<file path="src/rtl/mips_pkg.sv">
// Shared encodings for the execute stage: ALU opcodes, multiply/divide FSM
// states and the bit positions inside the 5-bit MEM/WB control bundle.
package mips_pkg;

    typedef enum logic [4:0] {
        ALU_ADD   = 5'd0,
        ALU_SUB   = 5'd1,
        ALU_AND   = 5'd2,
        ALU_OR    = 5'd3,
        ALU_XOR   = 5'd4,
        ALU_NOR   = 5'd5,
        ALU_SLT   = 5'd6,
        ALU_SLTU  = 5'd7,
        ALU_SLL   = 5'd8,
        ALU_SRL   = 5'd9,
        ALU_SRA   = 5'd10,
        ALU_LUI   = 5'd11,
        ALU_MFHI  = 5'd12,
        ALU_MFLO  = 5'd13,
        ALU_MULT  = 5'd14,
        ALU_MULTU = 5'd15,
        ALU_DIV   = 5'd16,
        ALU_DIVU  = 5'd17
    } alu_op_e;

    typedef enum logic [1:0] {
        MD_IDLE = 2'd0,
        MD_BUSY = 2'd1,
        MD_DONE = 2'd2
    } md_state_e;

    localparam int MEM_READ  = 4;
    localparam int MEM_WRITE = 3;
    localparam int WB_MSB    = 2;
    localparam int WB_LSB    = 0;

    function automatic logic is_muldiv(input alu_op_e op);
        return (op == ALU_MULT) || (op == ALU_MULTU) ||
               (op == ALU_DIV)  || (op == ALU_DIVU);
    endfunction

endpackage

</file>
<file path="src/rtl/muldiv_unit.sv">
// Iterative shift-add multiplier / restoring divider with HI/LO registers.
// One bit per cycle on magnitudes; signs are re-applied when entering DONE.
module muldiv_unit
    import mips_pkg::*;
#(
    parameter int WIDTH     = 32,
    parameter int MD_CYCLES = 32
) (
    input  logic             clk,
    input  logic             reset,
    input  logic             start,
    input  logic             op_signed,
    input  logic             op_div,
    input  logic [WIDTH-1:0] a,
    input  logic [WIDTH-1:0] b,
    output logic             busy,
    output logic [WIDTH-1:0] hi,
    output logic [WIDTH-1:0] lo
);

    localparam int CW = $clog2(MD_CYCLES);

    md_state_e        state;
    logic [CW-1:0]    cnt;
    logic [WIDTH-1:0] acc_hi, acc_lo, opnd, a_orig;
    logic [WIDTH-1:0] res_hi, res_lo;
    logic             is_div, neg_q, neg_r, div_zero;

    logic signed [WIDTH-1:0] a_s, b_s;
    logic [WIDTH-1:0]        a_mag, b_mag;

    logic [WIDTH:0]       add_sum;
    logic [WIDTH:0]       rem_sh;
    logic                 rem_ge;
    logic [WIDTH-1:0]     rem_diff;
    logic [WIDTH-1:0]     nxt_hi, nxt_lo;
    logic [2*WIDTH-1:0]   prod, prod_fix;
    logic [WIDTH-1:0]     fin_hi, fin_lo;

    assign a_s   = a;
    assign b_s   = b;
    assign a_mag = (op_signed && a_s < 0) ? -a : a;
    assign b_mag = (op_signed && b_s < 0) ? -b : b;
    assign busy  = (state != MD_IDLE);

    always_comb begin
        add_sum  = {1'b0, acc_hi} + (acc_lo[0] ? {1'b0, opnd} : '0);
        rem_sh   = {acc_hi, acc_lo[WIDTH-1]};
        rem_ge   = (rem_sh >= {1'b0, opnd});
        rem_diff = rem_sh[WIDTH-1:0] - opnd;
        if (is_div) begin
            nxt_hi = rem_ge ? rem_diff : rem_sh[WIDTH-1:0];
            nxt_lo = {acc_lo[WIDTH-2:0], rem_ge};
        end else begin
            nxt_hi = add_sum[WIDTH:1];
            nxt_lo = {add_sum[0], acc_lo[WIDTH-1:1]};
        end
        prod     = {nxt_hi, nxt_lo};
        prod_fix = neg_q ? -prod : prod;
        if (!is_div) begin
            fin_hi = prod_fix[2*WIDTH-1:WIDTH];
            fin_lo = prod_fix[WIDTH-1:0];
        end else if (div_zero) begin
            fin_hi = a_orig;
            fin_lo = '1;
        end else begin
            fin_hi = neg_r ? -nxt_hi : nxt_hi;
            fin_lo = neg_q ? -nxt_lo : nxt_lo;
        end
    end

    always_ff @(posedge clk) begin
        if (reset) begin
            state <= MD_IDLE;
            cnt   <= '0;
            hi    <= '0;
            lo    <= '0;
        end else begin
            case (state)
                MD_IDLE: begin
                    if (start) begin
                        state    <= MD_BUSY;
                        cnt      <= '0;
                        is_div   <= op_div;
                        acc_hi   <= '0;
                        acc_lo   <= op_div ? a_mag : b_mag;
                        opnd     <= op_div ? b_mag : a_mag;
                        a_orig   <= a;
                        neg_q    <= op_signed & (a[WIDTH-1] ^ b[WIDTH-1]);
                        neg_r    <= op_signed & a[WIDTH-1];
                        div_zero <= (b == '0);
                    end
                end
                MD_BUSY: begin
                    acc_hi <= nxt_hi;
                    acc_lo <= nxt_lo;
                    cnt    <= cnt + 1'b1;
                    if (cnt == CW'(MD_CYCLES - 1)) begin
                        state  <= MD_DONE;
                        res_hi <= fin_hi;
                        res_lo <= fin_lo;
                    end
                end
                MD_DONE: begin
                    hi    <= res_hi;
                    lo    <= res_lo;
                    state <= MD_IDLE;
                end
                default: state <= MD_IDLE;
            endcase
        end
    end

endmodule

</file>
<file path="src/rtl/execute_stage.sv">
// Execute stage: ALU, multiply/divide unit and the EX/MEM pipeline register.
// The mul/div unit stalls ID/EX while busy; issue slots it blocks become bubbles.
module execute_stage
    import mips_pkg::*;
#(
    parameter int WIDTH     = 32,
    parameter int MD_CYCLES = 32
) (
    input  logic             clk,
    input  logic             reset,
    input  logic             in_valid,
    input  logic             flush,
    input  logic [4:0]       alu_op,
    input  logic [WIDTH-1:0] op_a,
    input  logic [WIDTH-1:0] op_b,
    input  logic [WIDTH-1:0] imm,
    input  logic             alu_src,
    input  logic [4:0]       shamt,
    input  logic [9:0]       RegEx,
    input  logic [4:0]       control_signals_EX,
    output logic [WIDTH-1:0] Mem_Addr,
    output logic [WIDTH-1:0] Mem_Data,
    output logic [9:0]       RegMem,
    output logic [4:0]       control_signals_MEM,
    output logic             stall
);

    alu_op_e                 op_p0;
    logic                    vld_p0, md_issue_p0, load_p0;
    logic [WIDTH-1:0]        opb_p0, alu_p0;
    logic signed [WIDTH-1:0] a_s_p0, b_s_p0;
    logic [WIDTH-1:0]        hi, lo;
    logic                    md_busy;

    assign op_p0       = alu_op_e'(alu_op);
    assign vld_p0      = in_valid & ~flush & ~stall;
    assign md_issue_p0 = vld_p0 & is_muldiv(op_p0);
    assign load_p0     = vld_p0 & ~md_issue_p0;
    assign stall       = md_busy;

    assign opb_p0 = alu_src ? imm : op_b;
    assign a_s_p0 = op_a;
    assign b_s_p0 = opb_p0;

    always_comb begin
        alu_p0 = '0;
        case (op_p0)
            ALU_ADD:  alu_p0 = op_a + opb_p0;
            ALU_SUB:  alu_p0 = op_a - opb_p0;
            ALU_AND:  alu_p0 = op_a & opb_p0;
            ALU_OR:   alu_p0 = op_a | opb_p0;
            ALU_XOR:  alu_p0 = op_a ^ opb_p0;
            ALU_NOR:  alu_p0 = ~(op_a | opb_p0);
            ALU_SLT:  alu_p0 = {{(WIDTH-1){1'b0}}, (a_s_p0 < b_s_p0)};
            ALU_SLTU: alu_p0 = {{(WIDTH-1){1'b0}}, (op_a < opb_p0)};
            ALU_SLL:  alu_p0 = opb_p0 << shamt;
            ALU_SRL:  alu_p0 = opb_p0 >> shamt;
            ALU_SRA:  alu_p0 = b_s_p0 >>> shamt;
            ALU_LUI:  alu_p0 = {imm[15:0], 16'h0000};
            ALU_MFHI: alu_p0 = hi;
            ALU_MFLO: alu_p0 = lo;
            default:  alu_p0 = '0;
        endcase
    end

    muldiv_unit #(
        .WIDTH    (WIDTH),
        .MD_CYCLES(MD_CYCLES)
    ) u_muldiv (
        .clk      (clk),
        .reset    (reset),
        .start    (md_issue_p0),
        .op_signed((op_p0 == ALU_MULT) || (op_p0 == ALU_DIV)),
        .op_div   ((op_p0 == ALU_DIV) || (op_p0 == ALU_DIVU)),
        .a        (op_a),
        .b        (op_b),
        .busy     (md_busy),
        .hi       (hi),
        .lo       (lo)
    );

    // EX/MEM boundary
    always_ff @(posedge clk) begin
        if (reset) begin
            Mem_Addr            <= '0;
            Mem_Data            <= '0;
            RegMem              <= '0;
            control_signals_MEM <= '0;
        end else if (load_p0) begin
            Mem_Addr            <= alu_p0;
            Mem_Data            <= op_b;
            RegMem              <= RegEx;
            control_signals_MEM <= control_signals_EX;
        end else begin
            control_signals_MEM <= '0;
        end
    end

endmodule

</file>
<file path="config.mk">
export PLATFORM = sky130hd
export DESIGN_NAME = execute_stage
export DESIGN_NICKNAME = d
export VERILOG_FILES = /design/src/rtl/mips_pkg.sv /design/src/rtl/muldiv_unit.sv /design/src/rtl/execute_stage.sv
export SDC_FILE = /design/constraint.sdc
export NUM_CORES = 2
export LEC_CHECK = 0
export ABC_AREA = 1
export BUFFER_PORTS_ARGS = -buffer_cell sky130_fd_sc_hd__buf_2
export CORE_MARGIN = 2
export CORE_UTILIZATION = 68
export DETAILED_ROUTE_END_ITERATION = 7
export GPL_ROUTABILITY_DRIVEN = 0
export GPL_TIMING_DRIVEN = 0
export PLACE_DENSITY_LB_ADDON = 0.25
export SYNTH_ARGS = -nofsm -noshare
export SYNTH_HDL_FRONTEND = slang
export SYNTH_SLANG_ARGS = --single-unit
</file>
<file path="constraint.sdc">
create_clock -name clk -period 9.5 [get_ports clk]
set_input_delay 1.9 -clock clk [delete_from_list [all_inputs] [get_ports clk]]
set_output_delay 1.9 -clock clk [all_outputs]
set_load 0.1 [all_outputs]
</file>
==> out/results.md, run 1 <==
### Run status
- result of the run: did not finish
- failing step: global routing (5_1_grt)
- error msg: [ERROR GRT-0183] Net net138: the 3D maze router ran out of legal paths (heap underflow) - the net is boxed in by local congestion or blockages.

### Synthesis
- distinct cell type count of the synthesized netlist: 69
- sequential element share of the synthesized area: 27.0%
- mean instance size in the synthesized netlist: 6.23 um2
- largest area contributor in the netlist: edfxtp_1
- Mapped Nets: 5,586
- Ys Warns: 0
- number of flops mapped to enable cells by yosys: 196
- netlist area before placement: 33,000 um2
- top area cells in the synthesized netlist: edfxtp_1 (18%), nand2_1 (15%), dfxtp_1 (9.1%)
- share of synthesized flip-flops with an asynchronous set or reset: 0%
- post-synthesis sequential element count: 346
- top cell type's share of synthesized area: 17.9%
- Gate Count Post-Synth: 5,290
- flip-flop cell with the highest count after synthesis: edfxtp_1

### Die
- row count: 80
- number of ports placed on the die boundary: 206
- die height: 224 um
- initial core utilization: 69.0%
- die extent in x: 224 um

### Placed design
- half-perimeter wire length after placement: 116,000 um
- input/output buffers: 200
- worst setup slack after placement: 3.29 ns
- cell area after placement: 34,800 um2

### Clocking
- buffer depth of the longest clock path: 3
- clock root buffer: clkbuf_16
- cts repair resizes: 0
- number of buffers added to fix hold violations after cts: 0
- post-CTS repair timing setup buffer count: 0
- clock sink count: 346
- CTS Buf Count: 38
- depth of the CTS H-tree: 2

### Global routing
- largest net degree at the start of global routing: 37

## synth_stat cells (15+ instances only)
library cell,instances
nand2_1,1351
inv_1,691
nor2_1,575
o21ai_0,547
nand3_1,385
a21oi_1,351
edfxtp_1,196
ha_1,166
clkbuf_1,165
dfxtp_1,150
xor2_1,77
nand4_1,52
o22ai_1,50
nor3_1,47
or2_2,29
buf_1,28
nand3b_1,28
o211ai_1,28
nand2_2,27
o21ai_1,23
mux2i_1,21
o21a_1,21
buf_2,20
inv_2,19
a221oi_1,18
nor2_2,18
a31oi_1,17
nor4_1,15
## cell families after synthesis
family                   count (synthesis)  synth area share, %
multiplexers                            21                0.638
AND/OR/NAND/NOR                       2566                 33.0
AO/OA/AOI/OAI                         1159                 19.5
buffers and inverters                  942                 11.0
adder cells (fa/ha/maj)                170                 6.55
XOR/XNOR                                86                 2.29
flip-flops                             346                 27.0
## per-stage QoR
| step | hold WS [ns] | cells | util, % |
|---|---|---|---|
| after floorplan | 0.423 | 5290 | - |
| after global placement | 0.442 | 6105 | 72.7 |
| after detailed placement | 0.444 | 6109 | 72.9 |
| after CTS | 0.456 | 6178 | 75.5 |
==> run 2, diff against run 1 <==
--- a/config.mk
+++ b/config.mk
@@ -8,11 +8,11 @@
 export ABC_AREA = 1
 export BUFFER_PORTS_ARGS = -buffer_cell sky130_fd_sc_hd__buf_2
 export CORE_MARGIN = 2
-export CORE_UTILIZATION = 68
+export CORE_UTILIZATION = 40
 export DETAILED_ROUTE_END_ITERATION = 7
 export GPL_ROUTABILITY_DRIVEN = 0
 export GPL_TIMING_DRIVEN = 0
-export PLACE_DENSITY_LB_ADDON = 0.25
+export PLACE_DENSITY_LB_ADDON = 0.15
 export SYNTH_ARGS = -nofsm -noshare
 export SYNTH_HDL_FRONTEND = slang
 export SYNTH_SLANG_ARGS = --single-unit
==> out/results.md, run 2 <==
### Synthesis
- cell with the most instances after synthesis: nand2_1
- sequential element share of the synthesized area: 27.0%, unchanged
- Mapped Nets: 5,586, unchanged
- Gate Count Post-Synth: 5,290, unchanged
- flip-flop cell with the highest count after synthesis: edfxtp_1
- top cell type's share of synthesized area: 17.9%, unchanged
- share of synthesized flip-flops with an asynchronous set or reset: 0%, unchanged
- number of flops mapped to enable cells by yosys: 196, unchanged
- netlist area before placement: 33,000 um2, unchanged
- post-synthesis sequential element count: 346, unchanged
- distinct cell type count of the synthesized netlist: 69, unchanged
- largest area contributor in the netlist: edfxtp_1
- ranking of synthesized cells by instance count: nand2_1 (1,351), inv_1 (691), nor2_1 (575)
- mean instance size in the synthesized netlist: 6.23 um2, unchanged
- top area cells in the synthesized netlist: edfxtp_1 (18%), nand2_1 (15%), dfxtp_1 (9.1%)
- Ys Warns: 0, unchanged

### Critical path
- reg-to-reg startpoint: u_muldiv.opnd[30]
- critical register-to-register path endpoint: u_muldiv.res_hi[26]
- data arrival at the endpoint of the critical path: 6.55 ns
- crit end category: flop
- ordered cell list for the critical path: buf_2 > o21ai_0 > inv_1 > fa_1 > o31ai_1 > nand4_1 > nand2_1 > a21o_1 > nand4_1 > a21oi_1 > nor2_1 > o31ai_1 > a21oi_1
- Worst Path Class, Setup: in2reg
- Crit. path cell count: 13
- critical path startpoint: alu_src
- category of the worst setup path launch point: input pin
- Crit path largest cell delay: 1.01 ns
- r2r setup slk: 3.56 ns
- Crit Path Max Fanout: 10
- number of buffers and inverters on the critical path: 2
- capture point of the worst path: Mem_Addr[0]
- critical path's top delay family: compound AO/OA/AOI/OAI gates
- CP max-delay cell: o21ai_0
- depth of the worst register-to-register path: 31
- required time at the endpoint of the critical path: 9.96 ns

### Routing
- average wire per cell in the routed design: 24.5 um
- Detailed Routing Iterations Pass 1: 8
- WL final: 163,000 um
- # DRC: 15
- total number of vias: 39.2k
- post-detailed-route via-to-cell ratio: 5.90
- drt initial violations: 5,633
- post-route antenna net violation count: 0

### Run status
- result of the run: finished, violations left
- violated checks: design-rule violations, max-capacitance violations, max-slew violations

### Clocking
- post-CTS repair timing setup buffer count: 0, unchanged
- buffer depth of the longest clock path: 3, unchanged
- number of buffers added to fix hold violations after cts: 0, unchanged
- cts repair resizes: 0, unchanged
- CTS tree: built
- clock transition at the register clock pins on the worst setup and hold paths after CTS: 0.06 ns
- depth of the CTS H-tree: 2, unchanged
- CTS Buf Count: 42, +11%
- clock insertion delay at the later pin of the skew report: 0.64 ns
- clock sink count: 346, unchanged
- clock root buffer: clkbuf_16

### Power
- worst ir drop on vdd: 0.140 mV
- total power divided by cell area: 125 nW/um2
- leakage: 17.4 nW

### Die
- number of ports placed on the die boundary: 206, unchanged
- die height: 291 um, +30%
- core box area: 81,800 um2
- initial core utilization: 40.3%, -29 points
- floorplan die area: 84,700 um2
- row count: 105, +31%
- die extent in x: 291 um, +30%

### Global routing
- initial antenna violation count: 12
- vias in the first global route: 35.5k
- global-route wire length before repair: 232,000 um
- Total GRT Usage: 36.8%
- overflow left after global routing: 0
- largest net degree at the start of global routing: 35

### Final layout
- filler cell count: 8,836
- most common cell after layout, fill and taps aside: nand2_1
- highest-count cells in the layout ignoring fill and taps: nand2_1 (1,351), inv_1 (691), nor2_1 (572), o21ai_0 (544), nand3_1 (385)
- P&R area growth vs syn: 12.3%
- Final #Nets: 5,838
- area taken by multi-input logic gates: 20,500 um2
- post-route standard cell area excluding fillers: 37,000 um2
- register cell area after layout: 8890 um2
- ratio of cells with drive above 1 in the final layout: 8.05%

### Timing
- Worst Tran Pin Value: 1.49 ns
- achievable clock frequency: 0.164 GHz
- final setup vio count: 0
- final clock skew: 0.0778 ns
- Slew Limit Fails: 2
- clock period minus final worst setup slack: 6.09 ns
- accumulated negative setup slack: 0 ns
- count of final hold-check violations: 0
- unrepaired setup endpoints after global routing: false
- worst-case headroom to the max-slew limit: -0.453%
- smallest hold slack: 0.462 ns
- final critical-path share of the clock period: 64.1%

### Min path
- hold path depth: 2
- worst min-delay path category: reg2reg

### Placed design
- input/output buffers: 200, unchanged
- half-perimeter wire length after placement: 133,000 um, +15%
- cell area after placement: 35,400 um2, +1.7%

### Run
- max-cap viol count: 2

==> run 2: cell counts after synthesis <==
Identical to the previous run, type by type.
==> run 2: worst reg2reg max path: cells and delay by family (launching register included) <==
family,cells,cell delay (ns)
AOI/OAI and AO/OA,2,0.37
adders and majority gates,2,0.67
buffers and inverters,9,0.86
DFF,1,0.54
and+or+nand+nor,18,3.15
==> run 2: cells by family after synthesis <==
family                   share of synthesized area (%)
XOR/XNOR                                          2.29
multiplexers                                     0.638
AO/OA/AOI/OAI                                     19.5
buffers and inverters                             11.0
flip-flops                                        27.0
adder cells (fa/ha/maj)                           6.55
AND/OR/NAND/NOR                                   33.0
==> run 2: worst min path at each step <==
| stage | endpoint | start | slack (ns) |
|---|---|---|---|
| after global routing | Mem_Addr[10] | Mem_Addr[10] | 0.48 |
| after CTS | u_muldiv.lo[1] | u_muldiv.lo[1] | 0.46 |
| after floorplan | u_muldiv.hi[30] | u_muldiv.hi[30] | 0.42 |
| final | Mem_Addr[17] | Mem_Addr[17] | 0.46 |
| after detailed placement | Mem_Addr[26] | Mem_Addr[26] | 0.45 |
| after global placement | u_muldiv.lo[1] | u_muldiv.lo[1] | 0.44 |
==> run 2: cell type report <==
type	instances	share of cell area (%)
plain buffers	223	2.52
clock buffers	46	2.93
repair buffers	208	3.07
multi-input cells	4002	55.3
inverters	719	7.29
well taps	1070	3.62
clock inverters	32	1.24
flip-flops and latches	346	24.0
diodes	8	0.0541
==> run 2: routing by layer <==
| metal | wire length, um | track usage (%) |
|---|---|---|
| met1 | 62700 | 46.5 |
| met2 | 66800 | 54.8 |
| met3 | 22600 | 12.9 |
| met4 | 10500 | 19.8 |
| met5 | 221 | 0.964 |
==> run 2: stage by stage <==
| step | setup slack [ns] | cells | utilization (%) | power [mW] |
|---|---|---|---|---|
| 3_3_place_gp | 1.49 | 6560 | 43.1 | 2.79 |
| 2_1_floorplan | 3.55 | 5290 | - | 2.38 |
| 3_5_place_dp | 2.91 | 6566 | 43.3 | 2.79 |
| 6_report | 3.41 | 6654 | 45.2 | 4.64 |
| 4_1_cts | 3.54 | 6644 | 45.2 | 4.59 |
| 5_1_grt | 3.28 | 6649 | 45.2 | 4.78 |
==> run 2: where the power goes <==
| group | switching [mW] | leakage [nW] | internal, mW |
|---|---|---|---|
| combinational | 0.925 | 13.7 | 0.281 |
| clock | 0.745 | 0.738 | 1.06 |
| sequential | 0.0168 | 2.94 | 1.61 |
Note: power is estimated with default switching activity, not from simulation.
